File: src/rtl/bls_data_server.sv
`default_nettype none
// +--------------------------------------------------------------------------+
// | bls_data_server                                                          |
// | Loads one option's operands per granted request into a slot, then flags  |
// | the slot with hasUnusedData; raises OutOfData once the batch is served.  |
// | Revision: 1.0                                                            |
// +--------------------------------------------------------------------------+
module bls_data_server #(
    parameter int BSMODS       = 1,
    parameter int DATA_W       = 32,
    parameter int NUM_OPERANDS = 5,
    parameter int ADDR_W       = 10,
    parameter int OPT_W        = 8
) (
    input  logic                                   clock,
    input  logic                                   reset_n,
    input  logic                                   start,
    input  logic [OPT_W-1:0]                       option_count,
    input  logic [BSMODS-1:0]                      SERVE_REG,
    input  logic [BSMODS-1:0]                      BS_START,
    input  logic [BSMODS-1:0]                      BS_READY,
    output logic                                   rd_en,
    output logic [ADDR_W-1:0]                      rd_addr,
    input  logic [DATA_W-1:0]                      rd_data,
    output logic [BSMODS-1:0]                      hasUnusedData,
    output logic                                   OutOfData,
    output logic [BSMODS*NUM_OPERANDS*DATA_W-1:0]  opt_data,
    output logic [BSMODS*OPT_W-1:0]                opt_tag,
    output logic                                   busy
);

    localparam int c_GW = (BSMODS > 1) ? $clog2(BSMODS) : 1;
    localparam int c_KW = $clog2(NUM_OPERANDS + 1);
    localparam int c_NW = BSMODS * NUM_OPERANDS;
    localparam int c_IW = (c_NW > 1) ? $clog2(c_NW) : 1;
    localparam logic [c_GW-1:0] c_LAST_INIT = c_GW'(BSMODS - 1);
    localparam logic [c_KW-1:0] c_K_LAST    = c_KW'(NUM_OPERANDS - 1);

    typedef enum logic [2:0] {
        S_IDLE  = 3'd0,
        S_ARB   = 3'd1,
        S_FETCH = 3'd2,
        S_DRAIN = 3'd3,
        S_EMPTY = 3'd4
    } state_t;

    state_t              r_state;
    state_t              w_state_nxt;
    logic [OPT_W-1:0]    r_cnt;
    logic [OPT_W-1:0]    r_opt_idx;
    logic [ADDR_W-1:0]   r_base;
    logic [c_KW-1:0]     r_k;
    logic [c_GW-1:0]     r_g;
    logic [c_GW-1:0]     r_last_grant;
    logic [BSMODS-1:0]   r_has;
    logic [DATA_W-1:0]   r_words [c_NW];
    logic [OPT_W-1:0]    r_tags  [BSMODS];

    logic [BSMODS-1:0]   w_elig;
    logic                w_found;
    logic [c_GW-1:0]     w_gnt;
    logic                w_cap;
    logic [c_IW-1:0]     w_wr_idx;

    // Round-robin search starting just after the previous winner.
    always_comb begin
        int v_idx;
        v_idx   = 0;
        w_found = 1'b0;
        w_gnt   = '0;
        w_elig  = SERVE_REG & ~r_has;
        for (int off = 1; off <= BSMODS; off++) begin
            v_idx = (int'(r_last_grant) + off) % BSMODS;
            if (!w_found && w_elig[v_idx]) begin
                w_found = 1'b1;
                w_gnt   = c_GW'(v_idx);
            end
        end
    end

    always_ff @(posedge clock) begin
        if (!reset_n) begin
            r_state <= S_IDLE;
        end else begin
            r_state <= w_state_nxt;
        end
    end

    always_comb begin
        w_state_nxt = r_state;
        rd_en       = 1'b0;
        busy        = 1'b0;
        OutOfData   = 1'b0;
        case (r_state)
            S_IDLE: begin
                if (start) w_state_nxt = S_ARB;
            end
            S_ARB: begin
                if (r_opt_idx == r_cnt) w_state_nxt = S_EMPTY;
                else if (w_found)       w_state_nxt = S_FETCH;
            end
            S_FETCH: begin
                rd_en = 1'b1;
                busy  = 1'b1;
                if (r_k == c_K_LAST) w_state_nxt = S_DRAIN;
            end
            S_DRAIN: begin
                busy        = 1'b1;
                w_state_nxt = S_ARB;
            end
            S_EMPTY: begin
                OutOfData = 1'b1;
            end
            default: w_state_nxt = S_IDLE;
        endcase
    end

    assign rd_addr = rd_en ? (r_base + ADDR_W'(r_k)) : '0;

    // Read data trails the address by one cycle, so word k-1 lands while k is issued;
    // in DRAIN r_k has reached NUM_OPERANDS and the same index picks the last word.
    assign w_cap    = ((r_state == S_FETCH) && (r_k != '0)) || (r_state == S_DRAIN);
    assign w_wr_idx = c_IW'(int'(r_g) * NUM_OPERANDS + int'(r_k) - 1);

    always_ff @(posedge clock) begin
        if (!reset_n) begin
            r_cnt        <= '0;
            r_opt_idx    <= '0;
            r_base       <= '0;
            r_k          <= '0;
            r_g          <= '0;
            r_last_grant <= c_LAST_INIT;
            r_has        <= '0;
            for (int i = 0; i < c_NW; i++)   r_words[i] <= '0;
            for (int i = 0; i < BSMODS; i++) r_tags[i]  <= '0;
        end else begin
            r_has <= r_has & ~(BS_START & BS_READY);
            case (r_state)
                S_IDLE: begin
                    if (start) begin
                        r_cnt     <= option_count;
                        r_opt_idx <= '0;
                        r_base    <= '0;
                    end
                end
                S_ARB: begin
                    if ((r_opt_idx != r_cnt) && w_found) begin
                        r_g          <= w_gnt;
                        r_last_grant <= w_gnt;
                        r_k          <= '0;
                    end
                end
                S_FETCH: begin
                    r_k <= r_k + 1'b1;
                end
                S_DRAIN: begin
                    r_has[r_g]  <= 1'b1;
                    r_tags[r_g] <= r_opt_idx;
                    r_opt_idx   <= r_opt_idx + 1'b1;
                    r_base      <= r_base + ADDR_W'(NUM_OPERANDS);
                end
                default: ;
            endcase
            if (w_cap) r_words[w_wr_idx] <= rd_data;
        end
    end

    assign hasUnusedData = r_has;

    generate
        for (genvar i = 0; i < BSMODS; i++) begin : g_slot
            assign opt_tag[i*OPT_W +: OPT_W] = r_tags[i];
            for (genvar k = 0; k < NUM_OPERANDS; k++) begin : g_word
                assign opt_data[(i*NUM_OPERANDS+k)*DATA_W +: DATA_W] = r_words[i*NUM_OPERANDS+k];
            end
        end
    endgenerate

endmodule
`default_nettype wire
File: config.mk
export PLATFORM = sky130hd
export DESIGN_NAME = bls_data_server
export DESIGN_NICKNAME = d
export VERILOG_FILES = /design/src/rtl/bls_data_server.sv
export SDC_FILE = /design/constraint.sdc
export NUM_CORES = 1
export LEC_CHECK = 0
export CORE_ASPECT_RATIO = 1.5
export CORE_MARGIN = 4
export CORE_UTILIZATION = 52
export DETAILED_ROUTE_END_ITERATION = 10
export GPL_TIMING_DRIVEN = 1
export PLACE_DENSITY = 0.89
export SLEW_MARGIN = 10
export SYNTH_ARGS = -nofsm -noshare
export SYNTH_HDL_FRONTEND = slang
export SYNTH_SLANG_ARGS = --single-unit
export TNS_END_PERCENT = 50
File: constraint.sdc
create_clock -name clock -period 6.55 [get_ports clock]
set_input_delay 1.31 -clock clock [delete_from_list [all_inputs] [get_ports clock]]
set_output_delay 1.31 -clock clock [all_outputs]
set_load 0.02 [all_outputs]
Yosys cells after proc, flatten, opt, wreduce, memory -nomap -nowiden
Memory sizes are Yosys's and may differ from the RTL's.
Cells that the tools add are included.
{ "word_totals": {"ff_bits": 33, "ramBits": 168, "input_bits": 46, "output_inout_bits": 182, "elab_cells": 73, "mem_count": 2} }
{ "memory_table": {"columns": ["name", "words", "word_bits", "read_ports", "rd_ports_with_merged_regs", "write_ports", "line", "source"], "rows": [
  ["r_words", 5, 32, 5, 0, 5, "56", "logic [DATA_W-1:0] r_words [c_NW];"],
  ["r_tags", 1, 8, 1, 0, 1, "57", "logic [OPT_W-1:0] r_tags [BSMODS];"]
]} }
{ "op_classes": {"addsub": 5, "n_eq_ne": 11, "n_mux": 29, "bitwise": 6, "n_reduce_logical": 14} }
{ "op_table": {"columns": ["cell", "count"], "rows": [
  ["2-to-1 mux 32 bit", 1],
  ["OR reduction 32 bit", 1],
  ["2-to-1 mux 10 bit", 2],
  ["one-hot mux 10 bit (2 select lines)", 1],
  ["2-to-1 mux 3 bit", 6],
  ["2-to-1 mux 8 bit", 2],
  ["one-hot mux 8 bit (2 select lines)", 1],
  ["one-hot mux 3 bit (5 select lines)", 1],
  ["2-to-1 mux 1 bit", 14],
  ["adder 10 x 3 -> 10 bit", 1],
  ["adder 10 x 3 -> 10 bit, second input constant", 1],
  ["adder 8 x 1 -> 8 bit, second input constant", 1],
  ["== test 8 bit", 1],
  ["inequality test 8 bit", 1],
  ["OR reduction 8 bit", 1],
  ["== test 3 x 2 -> 1 bit, second input constant", 2],
  ["== test 3 bit, second input constant", 2],
  ["inequality test 2 bit, second input constant", 3],
  ["one-hot mux 3 bit (2 select lines)", 1],
  ["AND reduction 2 bit", 3],
  ["AND reduction 4 bit", 1],
  ["nonzero test 2 bit", 2],
  ["adder 3 x 1 -> 3 bit, second input constant", 1],
  ["bitwise AND 1 bit", 3],
  ["other kinds (9)", 12]
]} }

Depth between registers and ports, before layout
Gate-level depths: netlist of run 1.
{ "depth": {"word_depth": 8, "ltp_mapped": 7, "ltp_nobuf": 7} }

Worst setup path after synthesis of run 1
OpenSTA, ideal clock, no wires.
{ "synth_path": {"path_type": "input -> register", "start": "in reset_n", "end": "mem r_words[0][0] (enable)", "arrival_ns": 4.028, "t_required_ns": 6.084, "path_slack_ns": 2.057, "cell_stages": 3, "n_path_buf": 0, "path_cell_list": "nand3b_4 -> a211o_4 -> o21ai_0"} }
{ "synth_rtl": {"columns": ["item", "line", "source"], "rows": [
  ["start, declared", "16", "input logic reset_n,"],
  ["end, declared", "56", null]
]} }

==> results of run 1 <==
[metrics by stage]
step                std cells  utilization [%]  power (W)  area, µm²
finish                   1047            72.69   0.003140      11410
detailed placement       1013            68.53   0.002014      10760
floorplan                 610                -   0.001812       8307
global placement         1013            68.53   0.002002      10760
global route             1046            72.67   0.003257      11410
CTS                      1046            72.67   0.003154      11410
[per-layer routing]
metal  vias up  part of all wire [%]  global-route usage (%)
met5         -                     0                       0
met4         0                   3.5                   8.467
met3        44                   7.6                   4.238
met2       276                    55                   44.92
met1      2740                    34                   24.94
li1       2599                     -                       -
[cells in the mapped netlist, types with 4 or more instances]
cell type,n
dfxtp_1,33
ha_1,8
a21boi_0,16
a21oi_1,13
xor2_1,13
nor2_1,13
nor4_1,4
clkbuf_1,22
nand3b_1,5
nor3_1,5
and3_1,4
nor2b_1,7
inv_1,7
and2_1,171
or3_1,4
nand2_1,33
nand3_1,8
o21ai_0,11
nand2b_1,4
buf_2,6
or4_1,5
edfxtp_1,168
[cell type report]
| cell class | instances | area, µm² |
|---|---|---|
| Sequential cell | 201 | 5705 |
| Clock inverter | 11 | 162.7 |
| Tap cell | 203 | 254.0 |
| Timing Repair Buffer | 230 | 2295 |
| Multi-Input combinational cell | 371 | 2472 |
| Fill cell | 961 | 4287 |
| Inverter | 8 | 30.03 |
| Clock buffer | 22 | 486.7 |
| Antenna cell | 1 | 2.502 |
[state kept, by name, indices dropped and copies added (netlist names)]
signal,count
r_opt_idx,8
r_cnt,8
r_base,10
hasUnusedData,1
r_tags,8
r_k,3
r_words,160
r_state,3
[logic make-up (layout without fill, tap and decap cells)]
group | Yosys count | after routing
other cells | 0 | 1
compound gates | 69 | 69
simple gates | 277 | 277
xor+xnor | 14 | 14
flops | 201 | 201
buf+inv | 38 | 271
fa+ha+maj | 9 | 9
mux | 2 | 2
[worst min-delay path, delay by kind of cell (launching register included)]
kind,cells,cell delay (ns)
AO/OA/AOI/OAI,1,0.06
AND/OR/NAND/NOR,1,0.05
flip-flops,1,0.32
[worst paths after layout]
check,start,endpoint,slack [ns],cells after the start
worst max-delay path,reset_n,r_words[3][3]$_SDFFCE_PN0P_,2.19,6
worst min-delay path,r_cnt[1]$_SDFFE_PN0P_,r_cnt[1]$_SDFFE_PN0P_,0.48,2
worst max register to register,r_k[0]$_SDFFE_PN0P_,r_words[3][3]$_SDFFCE_PN0P_,2.81,6
worst min register to register,r_cnt[1]$_SDFFE_PN0P_,r_cnt[1]$_SDFFE_PN0P_,0.48,2
[power groups by stage]
stage                     clock network (W)  registers, W  logic (W)
after floorplan                           0       0.00157   0.000243
after global placement                    0       0.00154   0.000467
after detailed placement                  0       0.00154   0.000475
after CTS                           0.00116       0.00151   0.000479
after global routing                0.00122       0.00152   0.000515
final                               0.00115       0.00151   0.000477
==> run metrics, run 1 <==
crit path DAT=4.45 ns; Num CTS Buffers=19; CP Class=in -> reg; complex-gate fraction of the synthesized area=roughly 5.9%; setup TNS=0 ns; share of the synthesized area in the top cell type=roughly 60%; most frequent cells in the layout=227 x clkdlybuf4s50_1, 171 x and2_1, 168 x edfxtp_1; Critical Path Max Stage Delay=about 0.9 ns; DR DRC count=0; Clk pwr share=a little over a third; largest net degree at the start of global routing=45; Int Pwr=around 0.0023 W; CTS Root Cell=clkbuf_16; layout cell share with drive strength beyond 1=under 10%; CTS clk-pin slew, worst paths=0.06 ns; Adder-Cell Fraction of Synth Area=1.446%; Seq/Total Area, Yosys=68.69%; Final Wtd Congestion=roughly 0.84; Final period util=between 60% and 70%; skew final=roughly 0.016 ns; initial DRC count=around 360; maximum clock path buffer count=3; mux contribution to synthesized area=less than 1%; final WL=roughly 22000 µm; CTS sink count=201; most common cell after layout, fill and taps aside=clkdlybuf4s50_1; final setup violation count=0; crit path time final=roughly 4.4 ns; Max Slew Vio Count=0; Switch Pwr=around 0.00080 W; Post-Place Setup Slack=around 1.7 ns; CTS tree=yes; DRT antenna net count=0; post-CTS setup buffer count=0; Die Height=162.8 µm; slew margin rel.=a little under a fifth; Synth Instances=610; Slowest cell on crit path=nand2b_2; number of flops mapped to enable cells by yosys=roughly 170; Min-Delay Path Class=reg -> reg; hold_buf cts=0; Layout Area Growth over Synthesis=37.34%; initial antenna violation count=0; Ports=228; vias in the first global route=around 5700; YS warnings=0; largest family of logic cells by synthesized area=simple AND/OR/NAND/NOR gates; die area=approximately 0.018 mm²; combinational share of power=between 10% and 20%; WL/cell=~21 µm; unrepaired setup endpoints after global routing=false; initial core utilization=between 50% and 60%; Critical Path Fanout Max=44; CP endpoint kind=flip-flop; grt ovf=0; status=completed; maximum clock rate=between 200 and 250 MHz; Port Buffers=227; Post-Synth Simple-Gate Area=between 20% and 30%; router iterations before antenna repair=5; CP delay by family, top=simple AND/OR/NAND/NOR gates; DPL Wire Length=between 10000 and 15000 µm; CTS H-tree lvls=1; via count=5659; Sw Ratio=about a quarter; Die Wd=around 110 µm; Flop pwr share=between 40% and 50%; FP Rows=56; # resized after CTS=0; flops & latches, synth=around 200; worst-margin pin slew=approximately 1.2 ns; Main synth FF type=edfxtp_1; drt via density=between 5 and 6; synth top area cells=edfxtp_1 61%, and2_1 13%, dfxtp_1 8.0%, nand2_1 1.5%, a21boi_0 1.4%; Pwr per Cell Area=between 200 and 300 mW/mm²; endpoints failing hold=0; core footprint=approximately 0.016 mm²; critical-path cell list=clkdlybuf4s50_1, buf_4, nand3b_4, a211o_4, nor3_4, nand2b_2; global-route wire length before repair=32660 µm; area leader, netlist=edfxtp_1; Min Hold Slack=0.4795 ns; Buf/Inv on CP=2; Async S/R FF share, synth=0%; count of cell types in the netlist=55; syn avg cell area=13.62 µm²; Post-Synthesis Cell Area=between 0.008 and 0.009 mm²; Clock Latency Late Sink=approximately 0.47 ns; setup ws final=about 2.2 ns; Leakage=between 4 and 5 nW; XOR/XNOR Fraction of Synth Area=under 10%; Max VDD drop=roughly 240 µV; CP required=between 6 and 7 ns; max-cap viol count=0; gr usage total=~23%; Startpoint Class=primary input; Net Count, Synth=665; Nets=approximately 900
(Power assumes the default switching activity.)
==> run 2, diff against run 1 <==
CORE_UTILIZATION = 48   (was 52)
PLACE_DENSITY = 0.84   (was 0.89)
clock period = 4.4 ns   (was 6.55 ns; I/O delays follow)
==> run 2 against run 1 <==
  * Clock skew shrank 0.0068 ns
  * Total power grew 45%
  * Clock power grew 39%
  * Final cell count grew 1.1%
  * Via count shrank 0.41%
  * Core utilization shrank 5.3 points
  * Critical path depth grew 2
  * Critical path type is now reg -> out
  * Largest power group unchanged
==> run metrics, run 2 (synthesized netlist as in run 1, its figures left out) <==
status=completed; final core occ=67.43%; CP Class=reg -> out; FP Rows=between 50 and 60; setup TNS=0 ns; global-route wire length before repair=approximately 32000 µm; WL/cell=approximately 20 µm; initial antenna violation count=1; hold_buf cts=0; Startpoint Class=flip-flop; Flop pwr share=between 40 and 50%; Num CTS Buffers=19; post-CTS setup buffer count=0; Clock Latency Late Sink=roughly 0.48 ns; Die Height=around 170 µm; die area=0.01952 mm²; crit path DAT=slightly below 3 ns; final WL=between 20000 and 25000 µm; CTS H-tree lvls=1; CTS sink count=201; Leakage=around 4.3 nW; final setup violation count=0; Int Pwr=between 0.003 and 0.004 W; vias in the first global route=around 5700; CP delay by family, top=buffers and inverters; unrepaired setup endpoints after global routing=false; DRT antenna net count=0; Switch Pwr=approximately 0.0012 W; most frequent cells in the layout=227 x clkdlybuf4s50_1, 171 x and2_1, 168 x edfxtp_1; post-route cell area=approximately 0.011 mm²; Ports=228; Critical Path Fanout Max=8; Final Wtd Congestion=between 0.8 and 0.9; Final period util=~90%; skew final=just over 0.009 ns; Critical Path Max Stage Delay=a little over 0.6 ns; worst-margin pin slew=~0.93 ns; diodes inserted=0; crit path time final=roughly 3.9 ns; Nets=a little under 900; gr usage total=a little over a fifth; maximum clock path buffer count=3; Largest Register=r_words; core footprint=around 0.017 mm²; Min-Delay Path Class=reg -> reg; Buf/Inv on CP=2; CTS Root Cell=clkbuf_16; initial core utilization=roughly half; dpl cell area=between 0.01 and 0.015 mm²; CTS clk-pin slew, worst paths=around 0.060 ns; drt via density=around 5.3; Pwr per Cell Area=~400 mW/mm²; grt ovf=0; max FFs per register=160; Max Slew Vio Count=0; via count=about 5600; # resized after CTS=0; Top Registers=r_words (160), r_base (10); critical-path cell list=ha_1, inv_1, fa_1, nor2b_1, o21ai_0, xor2_1, nor2_1, clkdlybuf4s50_1; max-cap viol count=0; Layout Area Growth over Synthesis=37.26%; router iterations before antenna repair=5; combinational share of power=between 15 and 20%; maximum clock rate=259.4 MHz; Die Wd=~120 µm; endpoints failing hold=0; CP endpoint kind=output pin; Max VDD drop=around 360 µV; Port Buffers=roughly 230; initial DRC count=around 380; Clk pwr share=a little over a third; Slowest cell on crit path=clkdlybuf4s50_1; DPL Wire Length=about 15000 µm; slew margin rel.=38.04%; CTS tree=yes; layout cell share with drive strength beyond 1=~6.4%; most common cell after layout, fill and taps aside=clkdlybuf4s50_1; DR DRC count=0; Sw Ratio=between 20% and 30%; fillcell total=around 1200; largest net degree at the start of global routing=44; CP required=about 3.5 ns
## run 2: cell types whose count changed in the layout (fill, tap and decap cells not counted)
cell        previous run  this run
buf_4                  3         7
diode_2                1         0
clkinv_4               1         0
inv_6                  1         2
bufinv_16              4         2
clkinv_1               2         4
clkinvlp_4             1         2
clkinv_2               2         4
clkbuf_1               3         1
## run 2: worst reg2reg max path: stages (launching register included)
cell and delay [ns]:
dfxtp_1 0.56, inv_1 0.19, ha_1 0.51, nand3_1 0.18, a211oi_4 0.23, buf_4 0.34
nand2b_2 0.79
## run 2: final timing paths
check,cells after the start,start,slack (ns),to
worst min register to register,2,r_cnt[5]$_SDFFE_PN0P_,0.47,r_cnt[5]$_SDFFE_PN0P_
worst max-delay path,8,r_k[0]$_SDFFE_PN0P_,0.54,rd_addr[4]
worst min-delay path,2,r_cnt[5]$_SDFFE_PN0P_,0.47,r_cnt[5]$_SDFFE_PN0P_
worst max register to register,6,r_k[0]$_SDFFE_PN0P_,1.21,r_words[4][31]$_SDFFCE_PN0P_
## run 2: area by class of cell
type / count / area, µm² / area share, %
flip-flops and latches: 201 / 5705 / 50.04
multi-input cells: 371 / 2472 / 21.68
repair buffers: 234 / 2325 / 20.39
clock buffers: 20 / 479.2 / 4.203
well taps: 210 / 262.8 / 2.304
clock inverters: 14 / 127.6 / 1.119
inverters: 8 / 30.03 / 0.2634
## run 2: per-stage QoR
stage                     power (W)  instances  hold WS, ns  setup slack (ns)
after floorplan            0.002698        610       0.4551            0.1985
after global placement     0.002985       1024       0.4649             1.120
after detailed placement   0.003001       1024       0.4693             1.068
after CTS                  0.004593       1058       0.4777            0.5333
after global routing       0.004739       1058       0.5058            0.3506
final                      0.004560       1058       0.4730            0.5449
## run 2: power by group through the flow
stage / Sequential [W] / Combinational [W] / Clock [W]
floorplan: 0.00234 / 0.000362 / 0
global placement: 0.00228 / 0.000701 / 0
detailed placement: 0.00229 / 0.000710 / 0
CTS: 0.00225 / 0.000715 / 0.00163
global route: 0.00226 / 0.000769 / 0.00171
finish: 0.00225 / 0.000708 / 0.00160
## run 2: layer usage
layer  vias up  track usage (%)  wire [µm]
met5         -                0         10
met3        43            4.578       1912
met2       254            40.07      11260
li1       2609                -          -
met1      2728            23.33       7462
met4         2            6.435        636
==> run 3, diff against run 2 <==
RECOVER_POWER = 50   (was not set)
==> run 3 against run 2 <==
  * The flow now finishes with violations (capacitance limit, slew limit)
  * First-iteration DRC count increased by 2.6%
  * Clock power about the same
  * Worst hold slack gained 0.0044 ns
  * Sequential share of layout area rose by 0.20 points
  * Core utilization decreased by 0.27 points
  * Combinational power shrank 4.9%
  * Global-route usage unchanged
  * Largest cell class unchanged
  * Largest power group unchanged
==> run metrics, run 3 (synthesized netlist as in run 1, its figures left out) <==
CP endpoint kind=flip-flop; setup TNS=0 ns; FP Rows=58; Num CTS Buffers=19; Largest Register=r_words; gr usage total=a little over a fifth; CP required=around 4.4 ns; maximum clock rate=259.9 MHz; max FFs per register=160; Reg2Reg Depth=7; most common cell after layout, fill and taps aside=dlygate4sd3_1; Clock Latency Late Sink=between 0.4 and 0.5 ns; core footprint=around 0.017 mm²; endpoints failing hold=0; crit path time final=3.847 ns; vias in the first global route=between 5000 and 6000; maximum clock path buffer count=3; DRT antenna net count=0; Max VDD drop=between 300 and 400 µV; Slowest cell on crit path=clkbuf_1; slew margin rel.=-20.25%; Port Buffers=between 200 and 250; met1 usage=23.33%; WL/cell=approximately 20 µm; diodes inserted=0; Final period util=between 80% and 90%; Critical Path Fanout Max=43; CTS tree=yes; Layout Area Growth over Synthesis=36.71%; skew final=~0.009 ns; Critical Path Max Stage Delay=1.31 ns; CTS sink count=about 200; final setup violation count=0; fillcell total=roughly 1200; # resized after CTS=0; final core occ=67.16%; Top Registers=r_words (160), r_base (10); initial antenna violation count=1; global-route wire length before repair=between 30000 and 40000 µm; layout cell share with drive strength beyond 1=5.542%; register area=0.005705 mm²; Leakage=about 4.4 nW; status=finished with violations; failing checks=capacitance limit, slew limit; crit path DAT=3.82 ns; global routing usage on met2=40.07%; worst-margin pin slew=between 1.5 and 2 ns; hold_buf cts=0; GRT busiest layer=met2; post-CTS setup buffer count=0; largest net degree at the start of global routing=44; via count=~5600; CTS H-tree lvls=1; Nets=slightly below 900; CTS clk-pin slew, worst paths=around 0.060 ns; initial DRC count=between 300 and 400; M3 GR Usage=roughly 4.6%; Max Slew Vio Count=44; Final Wtd Congestion=approximately 0.81; DR DRC count=0; multi-input logic area=0.002441 mm²; die area=slightly below 0.02 mm²; Ports=approximately 230; drt via density=5.336; Pwr per Cell Area=398.1 mW/mm²; CP Class=in -> reg; unrepaired setup endpoints after global routing=false; router iterations before antenna repair=4; Die Height=roughly 170 µm; Min-Delay Path Class=reg -> reg; final WL=between 20000 and 25000 µm; FF-to-FF setup slack=1.30 ns; max-cap viol count=1; initial core utilization=around half; Die Wd=about 120 µm; most frequent cells in the layout=170 x dlygate4sd3_1, 168 x edfxtp_1, 142 x and2_1; DPL Wire Length=approximately 15000 µm; CTS Root Cell=clkbuf_16; grt ovf=0; critical-path cell list=dlygate4sd3_1, clkbuf_1, nand2b_2; hold path depth=2; Startpoint Class=primary input
[run 3: critical path, delay by kind of cell]
kind | cells | cell delay, ns
buffers and inverters | 2 | 1.92
and+or+nand+nor | 1 | 0.97
[run 3: metal layers]
| layer | routed length, µm | up-vias |
|---|---|---|
| met5 | 10 | - |
| met4 | 603 | 2 |
| met3 | 2022 | 39 |
| met2 | 11310 | 262 |
| met1 | 7360 | 2734 |
| li1 | - | 2608 |
[run 3: where the power goes]
part	internal (W)	switching (W)
clock	0.000915	0.000687
sequential	0.00216	0.0000856
combinational	0.000259	0.000414
[run 3: worst paths after layout]
kind                                             from                           end
worst min-delay path            r_cnt[5]$_SDFFE_PN0P_         r_cnt[5]$_SDFFE_PN0P_
worst max register to register    r_k[0]$_SDFFE_PN0P_   r_words[0][8]$_SDFFCE_PN0P_
worst max-delay path                          reset_n  r_words[2][12]$_SDFFCE_PN0P_
worst min register to register  r_cnt[5]$_SDFFE_PN0P_         r_cnt[5]$_SDFFE_PN0P_
[run 3: per-stage QoR]
step                cells  setup WS (ns)  instance area [µm²]  hold WS (ns)  total power [W]
floorplan             610         0.1985                 8307        0.4551         0.002698
global placement     1024          1.120                10800        0.4649         0.002985
detailed placement   1024          1.068                10800        0.4693         0.003001
CTS                  1058         0.5333                11400        0.4777         0.004593
global route         1058         0.3509                11360        0.5120         0.004697
finish               1058         0.5526                11360        0.4774         0.004521
[run 3: final cells by class]
type | count | share of cell area, %
Inverter | 8 | 0.2644
Clock inverter | 14 | 1.124
Timing Repair Buffer | 234 | 20.34
Tap cell | 210 | 2.314
Sequential cell | 201 | 50.24
Clock buffer | 20 | 4.220
Multi-Input combinational cell | 371 | 21.50
